$ cat src/rtl/ssp_pkg.sv
// Shared types and constants for the SSP receive path.
package ssp_pkg;

    typedef enum logic [1:0] {
        IDLE  = 2'd0,
        SHIFT = 2'd1,
        PUSH  = 2'd2,
        HOLD  = 2'd3
    } ssp_state_t;

    localparam int SSP_DATA_WIDTH     = 8;
    localparam int SSP_MIN_SCLK_RATIO = 4;

endpackage

$ cat src/rtl/ssp_sync_edge.sv
// Multi-flop synchronizer for the serial pins, with rising-edge detect on bit 0 (the serial clock).
module ssp_sync_edge #(
    parameter int WIDTH       = 3,
    parameter int SYNC_STAGES = 2
) (
    input  logic             i_clk,
    input  logic             i_rst_n,
    input  logic [WIDTH-1:0] i_d,
    output logic [WIDTH-1:0] o_sync,
    output logic             o_rise
);

    logic [WIDTH-1:0] r_sync [SYNC_STAGES];
    logic             r_prev;

    always_ff @(posedge i_clk or negedge i_rst_n) begin
        if (!i_rst_n) begin
            for (int i = 0; i < SYNC_STAGES; i++) r_sync[i] <= '0;
            r_prev <= 1'b0;
        end else begin
            r_sync[0] <= i_d;
            for (int i = 1; i < SYNC_STAGES; i++) r_sync[i] <= r_sync[i-1];
            r_prev <= r_sync[SYNC_STAGES-1][0];
        end
    end

    assign o_sync = r_sync[SYNC_STAGES-1];
    assign o_rise = o_sync[0] & ~r_prev;

endmodule

$ cat src/rtl/ssp_rx_ctrl.sv
// SSP receive sequencer: deserializes MSB-first frames and pushes them to the RxFIFO.
// Optional SSP_RX_OVR_COUNT_EN adds a saturating dropped-frame counter output.
//
//   state | meaning
//   IDLE  | waiting for frame sync on a serial clock rise
//   SHIFT | capturing data bits
//   PUSH  | word complete, write it unless the FIFO is full
//   HOLD  | word parked until the FIFO has room; new frames are dropped
module ssp_rx_ctrl
    import ssp_pkg::*;
#(
    parameter int DATA_WIDTH  = SSP_DATA_WIDTH,
    parameter int SYNC_STAGES = 2
) (
    input  logic                  PCLK,
    input  logic                  CLEAR_B,
    input  logic                  SSPCLKIN,
    input  logic                  SSPFSSIN,
    input  logic                  SSPRXD,
    input  logic                  fifo_full,
    input  logic                  ovr_clr,
    output logic [DATA_WIDTH-1:0] RxData,
    output logic                  write_ready,
    output logic                  rx_busy,
    output logic                  rx_overrun
`ifdef SSP_RX_OVR_COUNT_EN
    ,
    output logic [7:0]            ovr_count
`endif
);

    localparam int CNT_W = $clog2(DATA_WIDTH);
    localparam logic [CNT_W-1:0] LAST_BIT = CNT_W'(DATA_WIDTH - 1);

    ssp_state_t             r_state, w_state_nxt;
    logic [DATA_WIDTH-1:0]  r_shreg, w_shreg_nxt;
    logic [CNT_W-1:0]       r_cnt, w_cnt_nxt;
    logic [DATA_WIDTH-1:0]  r_rxdata;
    logic                   r_wr, r_busy, r_ovr;
    logic                   w_push, w_ovr_set;
    logic [2:0]             w_sync;
    logic                   w_rise, w_start;

    // bit 0 = serial clock, bit 1 = frame sync, bit 2 = data
    ssp_sync_edge #(
        .WIDTH       (3),
        .SYNC_STAGES (SYNC_STAGES)
    ) u_sync (
        .i_clk   (PCLK),
        .i_rst_n (CLEAR_B),
        .i_d     ({SSPRXD, SSPFSSIN, SSPCLKIN}),
        .o_sync  (w_sync),
        .o_rise  (w_rise)
    );

    assign w_start = w_rise & w_sync[1];

    always_comb begin
        w_state_nxt = r_state;
        w_shreg_nxt = r_shreg;
        w_cnt_nxt   = r_cnt;
        w_push      = 1'b0;
        w_ovr_set   = 1'b0;
        case (r_state)
            IDLE: begin
                if (w_start) begin
                    w_state_nxt = SHIFT;
                    w_cnt_nxt   = '0;
                end
            end
            SHIFT: begin
                if (w_start) begin
                    w_cnt_nxt = '0;
                end else if (w_rise) begin
                    w_shreg_nxt = {r_shreg[DATA_WIDTH-2:0], w_sync[2]};
                    w_cnt_nxt   = r_cnt + 1'b1;
                    if (r_cnt == LAST_BIT) w_state_nxt = PUSH;
                end
            end
            PUSH: begin
                if (fifo_full) begin
                    w_state_nxt = HOLD;
                end else begin
                    w_push = 1'b1;
                    if (w_start) begin
                        w_state_nxt = SHIFT;
                        w_cnt_nxt   = '0;
                    end else begin
                        w_state_nxt = IDLE;
                    end
                end
            end
            HOLD: begin
                // a frame starting while a word is parked here is lost
                if (w_start) w_ovr_set = 1'b1;
                if (!fifo_full) begin
                    w_push      = 1'b1;
                    w_state_nxt = IDLE;
                end
            end
            default: w_state_nxt = IDLE;
        endcase
    end

    always_ff @(posedge PCLK or negedge CLEAR_B) begin
        if (!CLEAR_B) begin
            r_state  <= IDLE;
            r_shreg  <= '0;
            r_cnt    <= '0;
            r_rxdata <= '0;
            r_wr     <= 1'b0;
            r_busy   <= 1'b0;
            r_ovr    <= 1'b0;
        end else begin
            r_state <= w_state_nxt;
            r_shreg <= w_shreg_nxt;
            r_cnt   <= w_cnt_nxt;
            r_wr    <= w_push;
            r_busy  <= (r_state != IDLE);
            if (w_push) r_rxdata <= r_shreg;
            if (w_ovr_set)    r_ovr <= 1'b1;
            else if (ovr_clr) r_ovr <= 1'b0;
        end
    end

`ifdef SSP_RX_OVR_COUNT_EN
    logic [7:0] r_ovr_cnt;

    always_ff @(posedge PCLK or negedge CLEAR_B) begin
        if (!CLEAR_B) begin
            r_ovr_cnt <= '0;
        end else if (w_ovr_set) begin
            if (r_ovr_cnt != 8'hFF) r_ovr_cnt <= r_ovr_cnt + 8'd1;
        end else if (ovr_clr) begin
            r_ovr_cnt <= '0;
        end
    end

    assign ovr_count = r_ovr_cnt;
`endif

    assign RxData      = r_rxdata;
    assign write_ready = r_wr;
    assign rx_busy     = r_busy;
    assign rx_overrun  = r_ovr;

endmodule

$ cat config.mk
export PLATFORM = sky130hd
export DESIGN_NAME = ssp_rx_ctrl
export DESIGN_NICKNAME = d
export VERILOG_FILES = /design/src/rtl/ssp_pkg.sv /design/src/rtl/ssp_sync_edge.sv /design/src/rtl/ssp_rx_ctrl.sv
export SDC_FILE = /design/constraint.sdc
export NUM_CORES = 1
export LEC_CHECK = 0
export CAP_MARGIN = 20
export CORE_MARGIN = 4
export CORE_UTILIZATION = 54
export CTS_BUF_LIST = sky130_fd_sc_hd__clkbuf_8
export DETAILED_ROUTE_END_ITERATION = 10
export GPL_TIMING_DRIVEN = 0
export PLACE_DENSITY = 0.89
export SLEW_MARGIN = 20
export SYNTH_ARGS = -nofsm -noshare
export SYNTH_HDL_FRONTEND = slang
export SYNTH_SLANG_ARGS = --single-unit
export TNS_END_PERCENT = 1
$ cat constraint.sdc
create_clock -name PCLK -period 3.5 [get_ports PCLK]
set_clock_uncertainty 0.2 [all_clocks]
set_input_delay 0.525 -clock PCLK [delete_from_list [all_inputs] [get_ports PCLK]]
set_output_delay 0.525 -clock PCLK [all_outputs]
set_load 0.05 [all_outputs]
Word-level counts from Yosys, hierarchy flattened
Cells that the tools add are included.
- flip-flop bits (word level): 31
- add/subtract/negate cells: 1
- equality and inequality tests: 11
- mux-type cells: 19
- bitwise gates (word level): 4
- reduce and logical (&&, ||, !) cells: 8
- operators by type and width (kind ; number):
    2-to-1 mux 2 bit ; 6
    2-to-1 mux 3 bit ; 4
    inequality test 2 bit, second input constant ; 6
    case mux 3 bit (3 select lines) ; 1
    case mux 2 bit (4 select lines) ; 1
    2-to-1 mux 1 bit ; 7
    AND reduction 3 bit ; 2
    AND reduction 5 bit ; 1
    == test 2 bit, second input constant ; 2
    nonzero test 2 bit ; 2
    adder 3 x 1 -> 3 bit, second input constant ; 1
    == test 3 bit, second input constant ; 1
    inequality test 3 bit, second input constant ; 1
    nonzero test 3 bit ; 1
    bitwise AND 1 bit ; 2
    == test 2 x 1 -> 1 bit, second input constant ; 1
    zero test 2 bit ; 1
    NOT 1 bit ; 2
    OR reduction 2 bit ; 1

Longest topological paths before layout
Gate-level depths: netlist of the first run.
- depth after elaboration: 6
- gate-level depth with buffers: 4
- depth with buffers taken out: 4

By module
A second synthesis of the first run with hierarchy kept.
- cells, all modules: 80
- area total of the unflattened synthesis: 1209.9 um2
- by module, submodules not included (module ; instances ; cells an instance ; area an instance (um2) ; seq. area each (um2)):
    ssp_rx_ctrl ; 1 ; 69 ; 998.5 ; 600.6
    ssp_sync_edge ; 1 ; 11 ; 211.5 ; 175.2

Worst setup path after synthesis of the first run
Ideal clock, no wire load.
- path kind: register -> register
- start point: register r_state[1]
- end point: register r_shreg[3]
- library setup time: 0.125 ns
- arrival: 1.230 ns
- data required time: 3.175 ns
- setup slack: 1.945 ns
- stages on the path, launching flop included: 4
- path buffers: 0
- period minus slack after synthesis: 1.555 ns
- path through: dfrtp_1 nand2b_4 or3_4 mux2_4
- word-level cells in the longest chain between the ends: 2
- RTL lines (what ; RTL line ; text):
    start, declared ; ssp_rx_ctrl.sv:35 ; ssp_state_t r_state, w_state_nxt;
    start signal, assigned ; ssp_rx_ctrl.sv:115 ; r_state <= w_state_nxt;
    == test 2 x 1 -> 1 bit ; ssp_rx_ctrl.sv:64 ; case (r_state)
    AND reduction 3 bit (no line) ; -- ;
    end signal, assigned ; ssp_rx_ctrl.sv:116 ; r_shreg <= w_shreg_nxt;
    end, declared ; ssp_rx_ctrl.sv:36 ; logic [DATA_WIDTH-1:0] r_shreg, w_shreg_nxt;
Every way passes these cells.
A chain may end at the register's enable or synchronous reset.

Worst setup path after layout of the first run
- start point: register r_rxdata[3] (netlist: RxData[3])
- end point: output RxData[3]
- RTL lines (what ; RTL line ; text):
    start, declared ; ssp_rx_ctrl.sv:38 ; logic [DATA_WIDTH-1:0] r_rxdata;
    start signal, assigned ; ssp_rx_ctrl.sv:120 ; if (w_push) r_rxdata <= r_shreg;
    end, declared ; ssp_rx_ctrl.sv:22 ; output logic [DATA_WIDTH-1:0] RxData,
No word-level cell between the ends.

==> metrics, run 1 <==
dpl ws=about 1.4 ns; Die Wd=about 55 µm; FF-to-FF Start=r_state[1]; most common cell after layout, fill and taps aside=dfrtp_1; Cell variety after synth=26; syn nets=84; GRT Residual Overflow=0; Global Route Usage Sum=0.148; largest net degree at the start of global routing=32; Hold-fix buffers, CTS=0; CP max FO=2; DIE AREA=0.00308 mm²; Core Rows=16; Worst path slowest cell=clkdlybuf4s50_1; Post-CTS Setup Inserts=0; synth top area cells=dfrtp_1 64%, mux2_4 9.9%, mux2_1 7.4%, nand2b_4 2.3%, ha_1 2.1%; clk root buf=clkbuf_8; post-synth top area cell=dfrtp_1; RR Endpoint=r_shreg[0]; via total after detailed routing=between 600 and 700; height of the die=55.5 µm; crit path DAT=around 1.4 ns; DR vias/cell=5.26; Critical Path RT=2.77 ns; FF+latch area=776 µm²; CORE AREA=just over 0.002 mm²; post-layout min period=2.15 ns; clock tree buffer depth=2; fmax=465 MHz; Filler cells=144; status=completed; Worst setup SP type=flop; Clock Sinks=31; Area Overhead vs Synth=22.3%; vias in the first global route=782; Crit. End Element=primary output; Leak=between 0.7 and 0.8 nW; share of layout cells above drive strength 1=0.245; Iter 0 DRT Violations=10; Avg Cell Area, Syn=~16 µm²; Tcrit/Tclk final=0.615; worst-case vdd ir drop=about 0.00045 V; DR WL/cell=between 15 and 20 µm; Final Hold Viols=0; antenna cells=0; Min Hold Slack=between 0.07 and 0.08 ns; synthesized flop and latch total=31; R2R depth=3; Seq/Total Area, Yosys=0.637; unrepaired setup endpoints after global routing=no; htree depth=2; P per Cell Area=roughly 630 mW/mm²; CTS Buf Count=5; Routed WL=approximately 1.9 mm; most frequent cells in the layout=31 x dfrtp_1, 16 x clkdlybuf4s50_1, 8 x mux2_4, 8 x mux2_1, 5 x clkbuf_8; CP Buf/Inv Count=1; HP Class=primary input to async pin; Final setup viols=0; Remaining DRCs=0; critical setup path kind=flop to primary output; Worst path top cell family by delay=buffers and inverters; setup TNS=0 ns; layout net count=~110; CTS resizes=0; remaining antenna violation count=0; slew margin rel.=0.562; initial antenna violation count=0; PortBufs=17; multi-input logic area=approximately 430 µm²; maxcap violations=0; Reg2Reg Setup Slack=~1.8 ns; Syn Inst Count=75; hpwl dp=1.31 mm; synthesized area=about 0.0012 mm²; IO Pins=18; Synthesis Warnings=0; Slew @ Worst Pin=roughly 0.66 ns; Clk Latency, worst-skew pair=0.27 ns; first-pass GRT wire length=approximately 3.5 mm; Max Slew Vio Count=0; TritonCTS clock tree=built; share of the synthesized area in the top cell type=0.637; critical-path cell list=clkdlybuf4s50_1; Starting Density=0.596; CTS clock-pin slew for the worst setup and hold paths=0.06 ns; Setup WS post-layout=around 1.3 ns; CP peak stage delay=around 0.81 ns; Power, Total=0.000935 W; GPL Wtd Cong=0.742; drt first pass iters=4
-- how the worst max path moves through the flow --
| stage | from | end | slack (ns) | cells after the start |
|---|---|---|---|---|
| finish | RxData[3] | RxData[3] | 1.35 | 1 |
| global route | RxData[0] | RxData[0] | 1.29 | 1 |
| detailed placement | fifo_full | RxData[2] | 1.39 | 4 |
| CTS | RxData[5] | RxData[5] | 1.34 | 1 |
| floorplan | r_state[1] | r_shreg[3] | 1.95 | 3 |
| global placement | CLEAR_B | RxData[2] | 1.22 | 1 |
-- cell usage after synthesis (all sizes together) --
cell	n
nand2b	3
nor2b	1
o21a	1
or2	1
ha	2
mux2	18
inv	3
mux2i	1
and3	2
a221o	1
o21ai	1
o22ai	1
nor2	1
nand3b	1
nand3	1
a22o	1
dfrtp	31
or3	1
a31oi	1
buf	1
nor3	2
-- final cells by class --
type,instances,area share
plain buffers,1,0.00336
clock buffers,5,0.0462
clock inverters,1,0.00252
inverters,3,0.00756
multi-input cells,40,0.286
flip-flops and latches,31,0.521
well taps,27,0.0227
repair buffers,17,0.111
-- cells by family after synthesis --
group,Yosys count,synth area share
flops,31,0.637
mux,19,0.199
simple gates,13,0.0925
compound gates,6,0.0370
buf+inv,4,0.0134
fa+ha+maj,2,0.0206
-- metrics by stage --
step                      instance area, µm²  cells  utilization
after global routing                    1490    125        0.729
after floorplan                         1220     75            -
after CTS                               1490    125        0.729
after detailed placement                1420    119        0.694
after global placement                  1420    119        0.696
final                                   1490    125        0.729
-- flip-flops by register name, summed over array words and instances, names as in the netlist --
signal and cells:
u_sync.r_prev 1, r_cnt 3, RxData 8, write_ready 1, rx_overrun 1, u_sync.r_sync 3
u_sync.o_sync 3, r_shreg 8, rx_busy 1, r_state 2
-- layer usage --
| metal | wire length [µm] | GRT usage | part of all wire |
|---|---|---|---|
| met4 | 36 | 0.0903 | 0.019 |
| met2 | 920 | 0.236 | 0.48 |
| met3 | 110 | 0.0606 | 0.058 |
| met1 | 830 | 0.163 | 0.44 |
| met5 | 0 | 0 | 0 |
-- report_power, final --
group / internal, W / switching [W]
sequential: 0.000430 / 0.0000487
clock: 0.000129 / 0.000113
combinational: 0.000116 / 0.0000981
Note: power is estimated with default switching activity, not from simulation.
==> run 2, diff against run 1 <==
- CORE_UTILIZATION: 54 -> 49
- PLACE_DENSITY: 0.89 -> 0.85
- clock period: 3.5 -> 1.75 ns (I/O delays scaled with it)
==> run 2 against run 1 <==
Against the previous run:
- die area is 8.7% higher
- clock power is 110% higher
- critical endpoint is now r_shreg[7]
- largest power group unchanged
- combinational power is 95% higher
- flip-flop and latch count stayed put
- cell count is 4.8% higher
- critical path type is now flop to flop
- setup slack worse by 1.2 ns
- sequential share of layout area is 0.73 points lower
- routed wire length is 0.21% higher
==> metrics, run 2 (synthesis results as in run 1) <==
largest net degree at the start of global routing=32; vias in the first global route=between 600 and 700; first-pass GRT wire length=between 3 and 4 mm; status=completed; R2R depth=3; dpl ws=-0.0909 ns; hold path cells=0; slew margin rel.=0.559; most frequent cells in the layout=31 x dfrtp_1, 11 x dlygate4sd2_1, 8 x mux2_4, 8 x mux2_1; Setup WS post-layout=0.110 ns; Leak=about 0.77 nW; Highest Signal Layer=met4; worst-case vdd ir drop=between 0.0008 and 0.0009 V; fmax=between 600 and 700 MHz; Core Rows=17; metal3 WL=136 µm; Clock Sinks=31; htree depth=2; setup TNS=0 ns; Clk Latency, worst-skew pair=between 0.2 and 0.3 ns; IO Pins=18; WL met1=826 µm; critical setup path kind=flop to flop; Final setup viols=0; hpwl dp=1.33 mm; Area Overhead vs Synth=24.0%; FF+latch area=776 µm²; DR vias/cell=around 5.0; post-layout min period=1.64 ns; most common cell after layout, fill and taps aside=dfrtp_1; remaining antenna violation count=0; Iter 0 DRT Violations=5; CP Buf/Inv Count=0; critical-path cell list=nand2b_4 -> or3_4 -> mux2_4; Slew @ Worst Pin=~0.66 ns; met2 routed WL=a little under 900 µm; share of layout cells above drive strength 1=0.262; layout net count=between 100 and 150; P per Cell Area=1240 mW/mm²; Worst path slowest cell=dfrtp_1; via total after detailed routing=approximately 660; DR WL/cell=between 10 and 15 µm; HP Class=flop to flop; TritonCTS clock tree=built; DIE AREA=between 0.003 and 0.004 mm²; Final Hold Viols=0; CTS Buf Count=5; drt first pass iters=3; multi-input logic area=about 430 µm²; crit path DAT=1.60 ns; maxcap violations=0; Critical Path RT=between 1.5 and 2 ns; Global Route Usage Sum=0.134; Crit. End Element=flop; Worst path top cell family by delay=simple AND/OR/NAND/NOR gates; height of the die=roughly 58 µm; CTS clock-pin slew for the worst setup and hold paths=0.06 ns; CORE AREA=about 0.0023 mm²; clk root buf=clkbuf_8; GPL Wtd Cong=0.764; initial antenna violation count=0; number of stages on the worst setup path=3; Starting Density=0.530; PortBufs=17; Tcrit/Tclk final=0.937; Die Wd=between 50 and 60 µm; Worst setup SP type=flop; CP peak stage delay=0.46 ns; Routed WL=approximately 1.9 mm; Remaining DRCs=0; Max Slew Vio Count=0; Filler cells=between 150 and 200; final core utilization=0.657; unrepaired setup endpoints after global routing=no; clock tree buffer depth=2; GRT Residual Overflow=0; antenna cells=0; CP max FO=8
run 2: cell count changes in the layout (fill, tap and decap cells not counted), sizes merged:
cell,change
clkinv,+1
dlygate4sd3,+1
inv,+1
buf,+2
dlygate4sd2,+11
clkdlybuf4s50,-11
run 2: metrics by stage:
stage | hold WS, ns | cell area [µm²] | power, W | instances
global placement | 0.133 | 1420 | 0.00138 | 120
CTS | 0.154 | 1500 | 0.00190 | 129
floorplan | -0.233 | 1220 | 0.00126 | 75
detailed placement | 0.130 | 1420 | 0.00141 | 120
finish | 0.157 | 1510 | 0.00188 | 131
global route | 0.158 | 1510 | 0.00199 | 131
run 2: report_power, final:
| group | switching, W | leakage, nW | internal [W] | total (W) |
|---|---|---|---|---|
| clock network | 0.000237 | 0.0505 | 0.000266 | 0.000503 |
| registers | 0.0000979 | 0.390 | 0.000859 | 0.000957 |
| logic | 0.000199 | 0.333 | 0.000220 | 0.000419 |
run 2: final cells by class:
cell class	instances	area share
plain buffers	1	0.00331
clock buffers	5	0.0456
clock inverters	3	0.00828
inverters	3	0.00746
multi-input cells	40	0.282
flip-flops and latches	31	0.514
well taps	28	0.0232
repair buffers	20	0.117
run 2: worst paths after layout:
| path | slack [ns] | endpoint | startpoint |
|---|---|---|---|
| setup / recovery | 0.11 | r_shreg[7] | r_state[1] |
| hold / removal | 0.16 | u_sync.o_sync[1] | u_sync.r_sync[4] |
| setup reg to reg | 0.11 | r_shreg[7] | r_state[1] |
| hold reg to reg | 0.16 | u_sync.o_sync[1] | u_sync.r_sync[4] |
| max in group asynchronous | 0.57 | u_sync.o_sync[1] | CLEAR_B |
| min in group asynchronous | 0.35 | rx_busy | CLEAR_B |
run 2: worst register-to-register path, delay by kind of cell (launching register included):
family           cells  cell delay [ns]
AND/OR/NAND/NOR      2             0.56
multiplexers         1             0.30
flip-flops           1             0.46
run 2: timing repair:
action,CTS,global route
setup endpoints to repair,11,6
hold buffers,1,0
gates cloned,0,0
resized for setup,11,0
pin swaps,0,1
setup buffers,0,2
hold endpoints to repair,31,0
run 2: layer usage:
layer,up-vias,track usage
met2,19,0.203
met1,311,0.154
met5,-,0
met4,0,0.0695
li1,321,-
met3,7,0.0690
